**config.mk**
```make
export PLATFORM = sky130hd
export DESIGN_NAME = stream_arb_2to1
export DESIGN_NICKNAME = d
export VERILOG_FILES = /design/src/rtl/stream_arb_2to1_pkg.sv /design/src/rtl/stream_arb_2to1_mux_2to1.sv /design/src/rtl/stream_arb_2to1.sv
export SDC_FILE = /design/constraint.sdc
export NUM_CORES = 1
export LEC_CHECK = 0
export BUFFER_PORTS_ARGS = -buffer_cell sky130_fd_sc_hd__buf_2
export CAP_MARGIN = 20
export CORE_MARGIN = 2
export CORE_UTILIZATION = 45
export CTS_BUF_LIST = sky130_fd_sc_hd__clkbuf_8
export DETAILED_ROUTE_END_ITERATION = 8
export GPL_TIMING_DRIVEN = 0
export PLACE_DENSITY = 0.9
export SYNTH_ARGS = -nofsm -noshare
export SYNTH_HDL_FRONTEND = slang
export SYNTH_HIERARCHICAL = 1
export SYNTH_SLANG_ARGS = --single-unit
```
**constraint.sdc**
```tcl
create_clock -name clk_i -period 2 [get_ports clk_i]
set_input_delay 0.5 -clock clk_i [delete_from_list [all_inputs] [get_ports clk_i]]
set_output_delay 0.5 -clock clk_i [all_outputs]
set_load 0.01 [all_outputs]
```
**src/rtl/stream_arb_2to1_pkg.sv**
```systemverilog
// -----------------------------------------------------------------------------
// stream_arb_2to1_pkg
//   Shared definitions for the two-input round-robin stream arbiter:
//   source coding (matches the mux_2to1 select coding), output buffer
//   state type and the round-robin tie-break helper.
// -----------------------------------------------------------------------------
package stream_arb_2to1_pkg;

    // Source coding: also the select value driven into mux_2to1.
    localparam logic SRC_A = 1'b0;
    localparam logic SRC_B = 1'b1;

    // One-entry output buffer occupancy.
    typedef enum logic {
        BUF_EMPTY = 1'b0,
        BUF_FULL  = 1'b1
    } buf_state_t;

    // Pick a source from the two valids; on a tie, favour the source that
    // did not win the previous transfer. Result is meaningless when neither
    // input is valid (the caller qualifies it with a separate grant-valid).
    function automatic logic pick_src(input logic a_valid,
                                      input logic b_valid,
                                      input logic last_grant);
        logic src;
        if (a_valid && b_valid) begin
            src = ~last_grant;
        end else if (a_valid) begin
            src = SRC_A;
        end else begin
            src = SRC_B;
        end
        return src;
    endfunction

endpackage : stream_arb_2to1_pkg

```
**src/rtl/stream_arb_2to1_mux_2to1.sv**
```systemverilog
// -----------------------------------------------------------------------------
// mux_2to1
//   Single-bit two-input multiplexer.
// Ports:
//   a_i    in   1   input selected when sel_i = 0
//   b_i    in   1   input selected when sel_i = 1
//   sel_i  in   1   select
//   y_o    out  1   selected bit
// -----------------------------------------------------------------------------
module mux_2to1 (
    input  logic a_i,
    input  logic b_i,
    input  logic sel_i,
    output logic y_o
);

    assign y_o = sel_i ? b_i : a_i;

endmodule : mux_2to1

```
**src/rtl/stream_arb_2to1.sv**
```systemverilog
// -----------------------------------------------------------------------------
// stream_arb_2to1
//   Arbitrates two valid/ready streams (A, B) round-robin, steers the winner
//   through a per-bit bank of mux_2to1 and registers it in a one-entry output
//   buffer. Exports the source of the buffered word as sel_o.
// Parameters:
//   DATA_W       payload width
// Ports:
//   clk_i        in   1       clock, all state updates on posedge
//   rst_i        in   1       asynchronous active-high reset
//   a_valid_i    in   1       stream A has data
//   a_data_i     in   DATA_W  stream A payload
//   a_ready_o    out  1       stream A word accepted this cycle
//   b_valid_i    in   1       stream B has data
//   b_data_i     in   DATA_W  stream B payload
//   b_ready_o    out  1       stream B word accepted this cycle
//   out_valid_o  out  1       output buffer holds data
//   out_data_o   out  DATA_W  buffered payload
//   out_ready_i  in   1       consumer accepts out_data_o
//   sel_o        out  1       source of out_data_o: 0 = A, 1 = B
// -----------------------------------------------------------------------------
module stream_arb_2to1
    import stream_arb_2to1_pkg::*;
#(
    parameter int DATA_W = 8
) (
    input  logic              clk_i,
    input  logic              rst_i,
    input  logic              a_valid_i,
    input  logic [DATA_W-1:0] a_data_i,
    output logic              a_ready_o,
    input  logic              b_valid_i,
    input  logic [DATA_W-1:0] b_data_i,
    output logic              b_ready_o,
    output logic              out_valid_o,
    output logic [DATA_W-1:0] out_data_o,
    input  logic              out_ready_i,
    output logic              sel_o
);

    buf_state_t        state_q, state_d;
    logic [DATA_W-1:0] out_data_q, out_data_d;
    logic              sel_q, sel_d;
    logic              last_grant_q, last_grant_d;

    logic              load_en;
    logic              grant_valid;
    logic              grant_src;
    logic [DATA_W-1:0] muxed_data;

    // Buffer may load when empty, or when the consumer drains it this cycle.
    assign load_en     = (state_q == BUF_EMPTY) || out_ready_i;
    assign grant_valid = a_valid_i || b_valid_i;
    assign grant_src   = pick_src(a_valid_i, b_valid_i, last_grant_q);

    // Readies are forced low while reset is held so nothing is handed
    // over on an edge that the registers will ignore.
    assign a_ready_o = !rst_i && load_en && grant_valid && (grant_src == SRC_A);
    assign b_ready_o = !rst_i && load_en && grant_valid && (grant_src == SRC_B);

    // Per-bit steering of the winning payload.
    generate
        for (genvar gi = 0; gi < DATA_W; gi++) begin : g_mux
            mux_2to1 u_mux (
                .a_i   (a_data_i[gi]),
                .b_i   (b_data_i[gi]),
                .sel_i (grant_src),
                .y_o   (muxed_data[gi])
            );
        end
    endgenerate

    always_comb begin
        state_d      = state_q;
        out_data_d   = out_data_q;
        sel_d        = sel_q;
        last_grant_d = last_grant_q;
        if (load_en) begin
            if (grant_valid) begin
                state_d      = BUF_FULL;
                out_data_d   = muxed_data;
                sel_d        = grant_src;
                last_grant_d = grant_src;
            end else begin
                // Drained with nothing to refill: data/sel keep their
                // last value, only occupancy changes.
                state_d = BUF_EMPTY;
            end
        end
    end

    always_ff @(posedge clk_i or posedge rst_i) begin
        if (rst_i) begin
            state_q      <= BUF_EMPTY;
            out_data_q   <= '0;
            sel_q        <= SRC_A;
            last_grant_q <= SRC_B;  // so A wins the first tie
        end else begin
            state_q      <= state_d;
            out_data_q   <= out_data_d;
            sel_q        <= sel_d;
            last_grant_q <= last_grant_d;
        end
    end

    assign out_valid_o = (state_q == BUF_FULL);
    assign out_data_o  = out_data_q;
    assign sel_o       = sel_q;

endmodule : stream_arb_2to1

```
==> reports/qor.yml <==
critPathArrivalTime_ns: 1.41
synth.distinct_cells: 12
worst_slack_ns: 0.08577
ir_worst_vdd_uv: 468.4
fp.dieH_um: 40.88
required_ns: 1.50
synth_area_um2: 611.8
rows: 13
hold_class: "primary input to asynchronous set/reset pin"
p_int_mw: 0.5263
clock.fmax_mhz: 522.4
utilization: 0.6524
final_common_cell: "buf_2"
post_drt_wl_per_cell_um: 14.27
stdcell_count: 95
pwr-share-comb: 0.295
max-cap-violations: 0
ys_ff_latch: 11
postSynthCellCount: 44
synth_nets: 65
status: "finished clean"
path_max_fanout: 9
layout_common_cells: "buf_2 (32), mux2_4 (16), dfrtp_1 (10)"
diodes: 0
cts_buffer_depth: 2
swShare: 0.2712
first_global_vias: 420
die_width_um: 40.88
p_leak_nw: 0.4607
wl_met1_um: 480
hold_viol_final: 0
start_util: 0.4761
drc: 0
nets: 102
wirelength_um: 1356
met3_length_um: 42
dr.pass1.iters: 3
htreeDepth: 1
rsz0062_at_grt: "no"
grtUsageTotal: 0.1746
ant_nets: 0
fin_setup_tns_ns: 0
grt_max_degree: 13
place_area_um2: 790.8
whs_ns: 0.2582
cts_resized: 1
die_area_um2: 1671
pre_cts_ws_ns: 0.1167
critical-path-top-delay-family: "flip-flops"
io_buffers: 32
clk_pin_slew_ns: 0.05
vias_per_cell: 4.958
slew_headroom: 0.7017
setup_viol: 0
crit_type: "flip-flop to primary output"
antenna_found_initial: 0
r2r_start: "last_grant_q"
core_area_um2: 1285
final_area_um2: 838.3
clock_latency_ns: 0.24
p_total_mw: 0.7221
top_layer_used: "met3"
multi_input_area_um2: 322.8
finalCritPeriodShare: 0.9571
final_layout_size_suffix_gt1_frac: 0.6875
critPathLaunchType: "flip-flop"
routed-wl-met2_um: 834
pin_count: 33
cts_buffers: 3
clock_sinks: 11
cp_num_buf_inv: 1
p_clk_frac: 0.301
fill_cells: 105
post-route-min-period_ns: 1.914
cp-end-kind: "primary output"
cts_hold_buf: 0
slew_violations: 0
cts_tree: "done"
ys_warn_count: 6
cts-root-buf: "clkbuf_8"
area_growth_pct: 37.01
crit_path_cell_trace: "nand2b_1, nand2_2, nor2_1, buf_2"
grt.overflow.total: 0
cp_slowest_stage_delay_ns: 0.54
yosysSeqAreaShare: 0.4519
seq_area_um2: 276.5
syn_avg_cell_area_um2: 13.91
gp_routability_congestion: 0.6644
startpoint: "last_grant_q"
crit_slowest_cell: "dfstp_2"
p_sw_mw: 0.1958
dpl.hpwl_um: 1085
cts_setup_buffers: 0
dr_total_vias: 471
p_seq_frac: 0.403
fin_skew_ns: 0.001868
powerDensity_nw_per_um2: 861.4
grt_pass1_wl_um: 1787
dr.first_iter.drc_count: 11
tightest_slew_ns: 0.4470
dp.cells: 91
-- worst register-to-register path, cell delays in order, from the launching register on --
cell,delay (ns)
dfstp_2,0.54
nand2b_1,0.14
nand2_2,0.20
mux2_4,0.36
mux2_4,0.26
-- cells by family (layout without fill, tap and decap cells) --
logic type	count (synthesis)	after routing	synth area share
simple gates	10	10	0.08180
compound gates	5	5	0.04908
buf+inv	2	38	0.02453
flops	11	11	0.4520
mux	16	16	0.3926
-- metal layers --
metal	vias to the layer above	GRT usage
met5	-	0
met4	0	0.07500
met3	0	0.03261
met2	13	0.3359
met1	230	0.1779
li1	228	-
-- power groups by stage --
stage	logic (mW)	clock network, mW	registers [mW]
CTS	0.215	0.220	0.292
detailed placement	0.214	0	0.295
finish	0.213	0.218	0.291
floorplan	0.121	0	0.308
global placement	0.204	0	0.291
global route	0.231	0.236	0.296
-- cell usage after synthesis --
cell	n	area, µm²
a21oi_1	2	10.01
buf_6	1	11.26
a31oi_1	2	12.51
nand2b_1	1	6.260
dfrtp_1	10	250.2
mux2_4	16	240.2
nor2_1	3	11.26
inv_1	1	3.750
dfstp_2	1	26.28
nand2b_4	1	13.76
o21a_1	1	7.510
nand2_1	5	18.77
-- state kept, by name, indices dropped and copies added (netlist names) --
signal	count
out_data_o	8
last_grant_q	1
out_valid_o	1
sel_o	1
-- worst paths after layout --
check                      cells after the start       endpoint  slack, ns
hold reg to reg                                1  out_data_o[4]       0.51
min in group clk_i                             2   last_grant_q       0.50
max in group asynchronous                      2   last_grant_q       1.41
hold / removal                                 2  out_data_o[5]       0.26
setup / recovery                               4      a_ready_o       0.09
setup reg to reg                               4  out_data_o[7]       0.38
-- cell type report --
type / instances / area share
sequential: 11 / 0.3299
multi-input combinational: 31 / 0.3851
inverter: 1 / 0.004478
tap: 15 / 0.02239
clock inverter: 1 / 0.004478
clock buffer: 3 / 0.04925
timing repair buffer: 32 / 0.1910
buffer: 1 / 0.01343
Note: power is estimated with default switching activity, not from simulation.
